[src/rtl/seq_pkg.sv]
// rtl/seq_pkg.sv - shared encodings for the instruction sequencer
//
// Purpose: word0 class encodings, sequencer state enum, regbank
//          write/read codes and word0 field offsets.
// Ports:   none (package).
package seq_pkg;

  typedef enum logic [1:0] {
    CLS_ALU  = 2'b00,
    CLS_MEM  = 2'b01,
    CLS_JUMP = 2'b10,
    CLS_SYS  = 2'b11
  } inst_class_e;

  typedef enum logic [2:0] {
    ST_IDLE,
    ST_FETCH,
    ST_FETCH_A,
    ST_FETCH_B,
    ST_FETCH_ADDR,
    ST_ISSUE,
    ST_WAIT_FLAG,
    ST_HALT
  } seq_state_e;

  localparam logic [5:0] W_NONE = 6'd0;
  localparam logic [5:0] W_ALU  = 6'd1;
  localparam logic [5:0] W_MEM  = 6'd2;
  localparam logic [5:0] R_NONE = 6'd0;
  localparam logic [5:0] R_AB   = 6'd1;
  localparam logic [5:0] R_MEM  = 6'd2;

  // word0 field offsets
  localparam int CLS_LSB  = 30;
  localparam int SEL_LSB  = 28;
  localparam int BRZ_BIT  = 29;
  localparam int OSD_MSB  = 27;
  localparam int OSD_LSB  = 6;
  localparam int XY_BIT   = 5;
  localparam int RW_BIT   = 4;
  localparam int HALT_BIT = 0;

  function automatic logic is_fetch_state(input seq_state_e s);
    return (s == ST_FETCH) || (s == ST_FETCH_A) ||
           (s == ST_FETCH_B) || (s == ST_FETCH_ADDR);
  endfunction

endpackage

[src/rtl/instr_decode.sv]
// rtl/instr_decode.sv - combinational word0 class / next-state decode
//
// Purpose: classifies a freshly fetched word0 and picks the state the
//          sequencer moves to once that word is accepted in FETCH.
// Ports:   word       in  fetched word0
//          cls        out instruction class
//          next_state out state following FETCH for this word
module instr_decode
  import seq_pkg::*;
#(
  parameter int DATA_WIDTH = 32
) (
  input  logic [DATA_WIDTH-1:0] word,
  output inst_class_e           cls,
  output seq_state_e            next_state
);

  logic [1:0] sel;
  logic       unused_bits;

  assign cls         = inst_class_e'(word[CLS_LSB+1:CLS_LSB]);
  assign sel         = word[SEL_LSB+1:SEL_LSB];
  assign unused_bits = ^{word[DATA_WIDTH-1:SEL_LSB+2] & 2'b00, word[OSD_MSB:HALT_BIT+1]};

  always_comb begin
    next_state = ST_FETCH;
    case (cls)
      // A immediate is always fetched before B immediate
      CLS_ALU: begin
        if (sel[1])      next_state = ST_FETCH_A;
        else if (sel[0]) next_state = ST_FETCH_B;
        else             next_state = ST_ISSUE;
      end
      CLS_MEM:  next_state = ST_FETCH_ADDR;
      CLS_JUMP: next_state = ST_WAIT_FLAG;
      CLS_SYS:  next_state = word[HALT_BIT] ? ST_HALT : ST_FETCH;
      default:  next_state = ST_FETCH;
    endcase
  end

endmodule

[src/rtl/instr_sequencer.sv]
// rtl/instr_sequencer.sv - fetch/decode sequencer issuing execute control bundles
//
// Purpose: fetches instruction words over a REQ/VALID handshake, gathers
//          immediates/addresses, issues one decoded control bundle per
//          instruction, and handles jump, BRZ and halt.
// Config:  SEQ_COND_BRANCH_EN - when defined, class-10 words with bit 29
//          set branch only if zero_flag=1; otherwise all jumps are taken.
// Ports:   CLK, RST_N (sync active-low), START
//          IMEM_REQ/IMEM_ADDR out, IMEM_VALID/IMEM_DATA in
//          zero_flag in
//          OSD, sel, A_imm, B_imm, ADDR, X, Y, R_W, W_INST, R_INST out
//          ISSUE, BUSY, HALTED out
module instr_sequencer
  import seq_pkg::*;
#(
  parameter int                  DATA_WIDTH = 32,
  parameter int                  PC_WIDTH   = 10,
  parameter logic [PC_WIDTH-1:0] RESET_PC   = '0
) (
  input  logic                  CLK,
  input  logic                  RST_N,
  input  logic                  START,
  output logic                  IMEM_REQ,
  output logic [PC_WIDTH-1:0]   IMEM_ADDR,
  input  logic                  IMEM_VALID,
  input  logic [DATA_WIDTH-1:0] IMEM_DATA,
  input  logic                  zero_flag,
  output logic [21:0]           OSD,
  output logic [1:0]            sel,
  output logic [DATA_WIDTH-1:0] A_imm,
  output logic [DATA_WIDTH-1:0] B_imm,
  output logic [DATA_WIDTH-1:0] ADDR,
  output logic                  X,
  output logic                  Y,
  output logic                  R_W,
  output logic [5:0]            W_INST,
  output logic [5:0]            R_INST,
  output logic                  ISSUE,
  output logic                  BUSY,
  output logic                  HALTED
);

  seq_state_e            state, state_nxt, dec_next;
  inst_class_e           dec_cls, ir_cls;
  logic [PC_WIDTH-1:0]   pc, pc_nxt;
  logic [DATA_WIDTH-1:0] ir, a_q, b_q, addr_q;
  logic                  ld_ir, ld_a, ld_b, ld_addr;
  logic                  jump_taken;

  instr_decode #(.DATA_WIDTH(DATA_WIDTH)) u_decode (
    .word       (IMEM_DATA),
    .cls        (dec_cls),
    .next_state (dec_next)
  );

  assign ir_cls = inst_class_e'(ir[CLS_LSB+1:CLS_LSB]);

`ifdef SEQ_COND_BRANCH_EN
  // zero_flag here is the result of the previous ISSUE
  assign jump_taken = ~ir[BRZ_BIT] | zero_flag;
`else
  logic unused_flag;
  assign jump_taken  = 1'b1;
  assign unused_flag = zero_flag;
`endif

  always_ff @(posedge CLK) begin
    if (!RST_N) begin
      state  <= ST_IDLE;
      pc     <= RESET_PC;
      ir     <= '0;
      a_q    <= '0;
      b_q    <= '0;
      addr_q <= '0;
    end else begin
      state <= state_nxt;
      pc    <= pc_nxt;
      if (ld_ir)   ir     <= IMEM_DATA;
      if (ld_a)    a_q    <= IMEM_DATA;
      if (ld_b)    b_q    <= IMEM_DATA;
      if (ld_addr) addr_q <= IMEM_DATA;
    end
  end

  always_comb begin
    state_nxt = state;
    pc_nxt    = pc;
    ld_ir     = 1'b0;
    ld_a      = 1'b0;
    ld_b      = 1'b0;
    ld_addr   = 1'b0;
    case (state)
      ST_IDLE, ST_HALT: begin
        if (START) state_nxt = ST_FETCH;
      end
      ST_FETCH: begin
        if (IMEM_VALID) begin
          ld_ir     = 1'b1;
          pc_nxt    = pc + 1'b1;
          state_nxt = dec_next;
        end
      end
      ST_FETCH_A: begin
        if (IMEM_VALID) begin
          ld_a      = 1'b1;
          pc_nxt    = pc + 1'b1;
          state_nxt = ir[SEL_LSB] ? ST_FETCH_B : ST_ISSUE;
        end
      end
      ST_FETCH_B: begin
        if (IMEM_VALID) begin
          ld_b      = 1'b1;
          pc_nxt    = pc + 1'b1;
          state_nxt = ST_ISSUE;
        end
      end
      ST_FETCH_ADDR: begin
        if (IMEM_VALID) begin
          ld_addr   = 1'b1;
          pc_nxt    = pc + 1'b1;
          state_nxt = ST_ISSUE;
        end
      end
      ST_ISSUE: state_nxt = ST_FETCH;
      ST_WAIT_FLAG: begin
        // PC already points past the jump word, so not-taken needs no update
        if (jump_taken) pc_nxt = ir[PC_WIDTH-1:0];
        state_nxt = ST_FETCH;
      end
      default: state_nxt = ST_IDLE;
    endcase
  end

  assign IMEM_REQ  = is_fetch_state(state);
  assign IMEM_ADDR = pc;
  assign ISSUE     = (state == ST_ISSUE);
  assign BUSY      = (state != ST_IDLE) && (state != ST_HALT);
  assign HALTED    = (state == ST_HALT);
  assign A_imm     = a_q;
  assign B_imm     = b_q;
  assign ADDR      = addr_q;

  // Only ALU and MEM words ever reach ISSUE
  always_comb begin
    OSD    = '0;
    sel    = '0;
    X      = 1'b0;
    Y      = 1'b0;
    R_W    = 1'b0;
    W_INST = W_NONE;
    R_INST = R_NONE;
    if (state == ST_ISSUE) begin
      OSD = ir[OSD_MSB:OSD_LSB];
      sel = ir[SEL_LSB+1:SEL_LSB];
      if (ir_cls == CLS_MEM) begin
        X   = ~ir[XY_BIT];
        Y   = ir[XY_BIT];
        R_W = ir[RW_BIT];
        if (ir[RW_BIT]) begin
          W_INST = W_MEM;
          R_INST = R_NONE;
        end else begin
          W_INST = W_NONE;
          R_INST = R_MEM;
        end
      end else begin
        W_INST = W_ALU;
        R_INST = R_AB;
      end
    end
  end

endmodule

[config.mk]
export PLATFORM = sky130hd
export DESIGN_NAME = instr_sequencer
export DESIGN_NICKNAME = d
export VERILOG_FILES = /design/src/rtl/seq_pkg.sv /design/src/rtl/instr_decode.sv /design/src/rtl/instr_sequencer.sv
export SDC_FILE = /design/constraint.sdc
export NUM_CORES = 1
export LEC_CHECK = 0
export CORE_UTILIZATION = 46
export DETAILED_ROUTE_END_ITERATION = 10
export GPL_TIMING_DRIVEN = 0
export PLACE_DENSITY = 0.78
export SETUP_SLACK_MARGIN = 0.4
export SLEW_MARGIN = 25
export SYNTH_ARGS = -nofsm -noshare
export SYNTH_HDL_FRONTEND = slang
export SYNTH_SLANG_ARGS = --single-unit
[constraint.sdc]
create_clock -name CLK -period 2.2 [get_ports CLK]
set_clock_uncertainty 0.2 [all_clocks]
set_input_delay 0.44 -clock CLK [delete_from_list [all_inputs] [get_ports CLK]]
set_output_delay 0.44 -clock CLK [all_outputs]
set_load 0.02 [all_outputs]
# == Word-level counts from Yosys, hierarchy flattened ==
# Index checks and enable logic that the tools add are counted.
# word_totals
out_inout_bits,149
elab_cells,70
register_bits,141
# classes
mux,31
bitwise_logic,1
eq_ne,17
add_sub_neg,1
reduce_logical,14
# op_table
operator,count
two-way mux 3 bit,8
two-way mux 6 bit,4
two-way mux 22 bit,1
case mux 10 bit (2 select lines),1
case mux 3 bit (5 select lines),1
"== test 3 bit, second input constant",4
case mux 3 bit (4 select lines),1
two-way mux 1 bit,11
"adder 10 x 1 -> 10 bit, second input constant",1
two-way mux 10 bit,1
"== test 3 x 2 -> 1 bit, second input constant",2
two-way mux 2 bit,3
"!= test 2 bit, second input constant",3
OR reduction 2 bit,3
"== test 2 x 1 -> 1 bit, second input constant",2
"== test 2 bit, second input constant",2
"!= test 2 x 1 -> 1 bit, second input constant",2
AND reduction 4 bit,1
OR reduction 4 bit,1
"== test 3 x 1 -> 1 bit, second input constant",1
logical NOT 3 bit,1
logical OR 1 bit,3
"!= test 3 bit, second input constant",1
nonzero test 3 bit,1
other kinds (5),5

# == Depth between registers and ports, before layout ==
# depth
ltp_word,5
depth_mapped,6
mapped_depth_nobuf,5

# == By module ==
# From an unflattened synthesis, not the netlist that was laid out.
# unflattened
hier_cells,733
area_unflattened_um2,5679.2
# modules_own_cells
mod,n_inst,seq_area_each_um2,area_per_inst_um2,cells_per_inst
instr_sequencer,1,2822.7,5615.4,723
instr_decode,1,0.0,63.8,10

# == Worst setup path after synthesis ==
# OpenSTA, ideal clock, no wires.
# synth_timing
kind,register -> output
from,reg state[0]
to,out W_INST[0]
slack_ns,-0.141
arrival_time_ns,1.701
path_stages_with_launch,6
n_path_buf,2
required_ns,1.560
cell_sequence,dfxtp_1 > nor2b_1 > clkbuf_1 > and2_1 > nor2b_1 > buf_4
# synth_via
elab_chain_len,2
# synth_lines
item,line_no,source
"start, declared",instr_sequencer.sv:43,"seq_state_e state, state_nxt, dec_next;"
"start signal, assigned",instr_sequencer.sv:76,state <= state_nxt;
== test 3 bit,--,
via ISSUE,instr_sequencer.sv:38,"output logic ISSUE,"
two-way mux 6 bit,instr_sequencer.sv:152,if (state == ST_ISSUE) begin
"end, declared",instr_sequencer.sv:36,"output logic [5:0] W_INST,"
# The timed path passes the listed nets, and every way through them passes these cells.

# == Worst setup path in the final report ==
# layout_timing
from,reg state[2]
to,out W_INST[1]
# layout_via
elab_chain_len,2
# layout_lines
item,line_no
== test 3 bit,instr_sequencer.sv:152
two-way mux 6 bit,instr_sequencer.sv:152
# Every way passes these cells.

==> results.txt <==
----------------------------------------------------
[Global routing]
  Total Routing Usage GR ... 0.294
  First-pass GRT wire length ... 28.9 mm
  GRT overflow ... 0
  Largest net degree at the start of global routing ... 17
  Antenna violations before repair ... 0
  Vias in the first global route ... 5518

[Finish]
  Number of antenna diodes ... 0
  Final net count ... 1018
  Post-route cell area ... 9980 um2
  Post-synthesis to final-layout area growth ... 76.6%
  Fraction of final layout cells sized beyond drive strength 1 ... 0.396
  Final Core Density ... 0.831
  Non-filler cells, final ... 1140

[Run status]
  Status ... finished with violations
  Failing checks ... setup timing

[Clock network]
  Latest clock arrival within the worst-skew pair ... 0.43 ns
  Clk slew on worst S/H paths ... 0.07 ns
  Number of levels the H-tree was split into ... 4
  Root Buffer ... sky130_fd_sc_hd__clkbuf_16
  Sinks on the clock net ... 141
  Clock buffer depth ... 2
  CTS buffer count ... 17
  CTS tree ... yes

[Detailed routing]
  Post-detailed-routing wire length ... 24.5 mm
  Number of nets with antenna violations after detailed routing ... 0
  Vias ... 6726
  Final routed DRC violation total ... 0
  1st-iter DRT viols ... 653
  Number of detailed-routing iterations run before antenna repair ... 5
  Via/cell ratio ... 5.90
  Avg WL per Cell ... 21.5 um

[Place]
  Setup slack after placement ... -0.526 ns
  DP Cell Count ... 1067
  Buffers on Ports ... 174
  RD Place Congestion ... 0.895
  Detail Placement HPWL ... 12.4 mm
  Placement Cell Area ... 7640 um2

[STA]
  Unrepaired setup endpoints after global routing ... true
  Setup-failing EPs final ... 23
  Maximum clock frequency ... 440 MHz
  Count of final max-slew check failures ... 0
  Measured slew at the worst slew-check pin ... 0.717 ns
  Final-report hold violation count ... 0
  Tightest slew margin relative to the limit ... 0.522
  Min cycle time layout ... 2.27 ns
  Post-route worst setup slack ... -0.0741 ns
  Final period utilization ... 1.03

[Power and ir drop]
  Power Density ... 703 nW/um2
  Pleak ... 4.35 nW
  Peak supply drop ... 0.501 mV

[Floorplanning]
  Die footprint ... 12700 um2
  Initial cell density of the core ... 0.470
  Floorplan Core Area ... 12000 um2
  Rows ... 40
  Top-Level Pins ... 186
  Horiz. Die Dim ... 113 um
  Die Ht ... 113 um

[Yosys]
  Post-synthesis sequential area ratio ... 0.500
  Dominant synthesized flop cell ... sky130_fd_sc_hd__dfxtp_1
  Yosys synthesis warning count ... 0
  Library cell with the highest instance count after synthesis ... sky130_fd_sc_hd__nand2_1
  Most frequent cells after synthesis ... sky130_fd_sc_hd__nand2_1 (278), sky130_fd_sc_hd__dfxtp_1 (141), sky130_fd_sc_hd__a21oi_1 (139), sky130_fd_sc_hd__clkbuf_1 (39), sky130_fd_sc_hd__and3_1 (29)
  Count of distinct cell types in the synthesized netlist ... 51
  Share of synthesized registers carrying an async set or reset ... 0
  Leading area contributor after synthesis ... sky130_fd_sc_hd__dfxtp_1
  Post-synth EDFFs ... 0
  Average cell area after synthesis ... 7.65 um2
  Yosys top cell area share ... 0.500
  Seq cells post-synth ... 141
  Netlist area before placement ... 5650 um2
  Cells taking the most area after synthesis ... sky130_fd_sc_hd__dfxtp_1 (50%), sky130_fd_sc_hd__nand2_1 (18%), sky130_fd_sc_hd__a21oi_1 (12%), sky130_fd_sc_hd__and3_1 (3.2%), sky130_fd_sc_hd__clkbuf_1 (2.6%)
  Synth Instances ... 739

[Setup path]
  R2R setup slack ... 0.19 ns
  Required time of the worst setup path ... 1.56 ns
  Critical path peak fanout ... 10
  Type of destination of the critical path ... output port
  Kind of start point of the critical path ... register
  Critical setup path kind ... register to output port
  Data arrival time at the worst-slack endpoint ... 1.63 ns

[Worst hold path]
  Path category of the worst min-delay check ... input port to register

[Run]
  Max-cap violations ... 0

----------------------------------------------------
routing by layer:
layer  routed length (um)  global-route usage
met1                 8740               0.360
met2                11900               0.484
met3                 2630              0.0884
met4                 1240               0.116
met5                    0                   0
final cells by class:
type / instances / area, um2
Buffer: 68 / 684
Clock buffer: 17 / 425
Clock inverter: 15 / 186
Fill cell: 659 / 2040
Inverter: 5 / 18.8
Multi-Input combinational cell: 532 / 3570
Sequential cell: 141 / 2840
Tap cell: 147 / 184
Timing Repair Buffer: 215 / 2070
metrics by stage:
stage | TNS, ns | hold WS, ns | total power [mW]
6_report | -0.477 | 0.247 | 7.01
5_1_grt | -1.44 | 0.272 | 7.15
4_1_cts | -0.221 | 0.210 | 6.56
3_5_place_dp | -62.02 | 0.243 | 3.50
3_3_place_gp | -59.40 | 0.237 | 3.50
2_1_floorplan | 0 | 0.232 | 3.17
cells by family after synthesis:
group           after synthesis  share of synthesized area
compound gates              170                      0.168
other cells                   1                   0.000664
fa+ha+maj                     1                    0.00221
flops                       141                      0.500
buf+inv                      73                     0.0616
xor+xnor                      1                    0.00155
mux                           1                    0.00177
simple gates                351                      0.265
path summary, 6_finish.rpt:
kind | from | end | depth (start not counted)
setup reg to reg | state[0]$_SDFFE_PN0P_ | A_imm[25]$_SDFFE_PN0P_ | 9
hold / removal | IMEM_DATA[31] | ir[31]$_SDFFE_PN0P_ | 3
hold reg to reg | ADDR[4]$_SDFFE_PN0P_ | ADDR[4]$_SDFFE_PN0P_ | 2
setup / recovery | state[2]$_SDFFE_PN0P_ | W_INST[1] | 6
state kept, by name (all words and copies together), names as in the netlist:
register / count
ADDR: 32
A_imm: 32
B_imm: 32
IMEM_ADDR: 10
ir: 32
state: 3
critical path, cell delays in order (launching register included):
cell and delay (ns):
sky130_fd_sc_hd__dfxtp_2 0.35, sky130_fd_sc_hd__buf_6 0.14, sky130_fd_sc_hd__clkbuf_16 0.17, sky130_fd_sc_hd__and2_4 0.17, sky130_fd_sc_hd__and3_4 0.18, sky130_fd_sc_hd__buf_6 0.09, sky130_fd_sc_hd__buf_6 0.10
power breakdown:
part	internal, mW	total [mW]	switching, mW
Combinational	0.533	1.24	0.703
Clock	1.80	3.08	1.28
Sequential	2.63	2.69	0.0601
Total	4.97	7.01	2.04
what timing repair did:
item	CTS	global route
gates cloned	0	8
endpoints found under the setup margin	280	179
hold buffers	0	0
buffers inserted	15	18
gates resized for setup	381	380
pin swaps	4	66
cell usage in the layout, fill, tap and decap left out, drive strengths merged, types with 3 or more instances in the layout:
master	n
a21oi	140
inv	10
clkbuf	56
bufinv	3
o21ai	6
o31ai	3
buf	112
clkinvlp	3
dfxtp	141
nand3	7
conb	8
clkinv	4
and3	29
nand2	278
dlygate4sd2	92
clkdlybuf4s15	8
nor2	8
nor3	4
clkdlybuf4s50	32
o31a	3
nand2b	3
nor2b	3
or3	5
No activity file was read; power rests on OpenSTA's default activity.
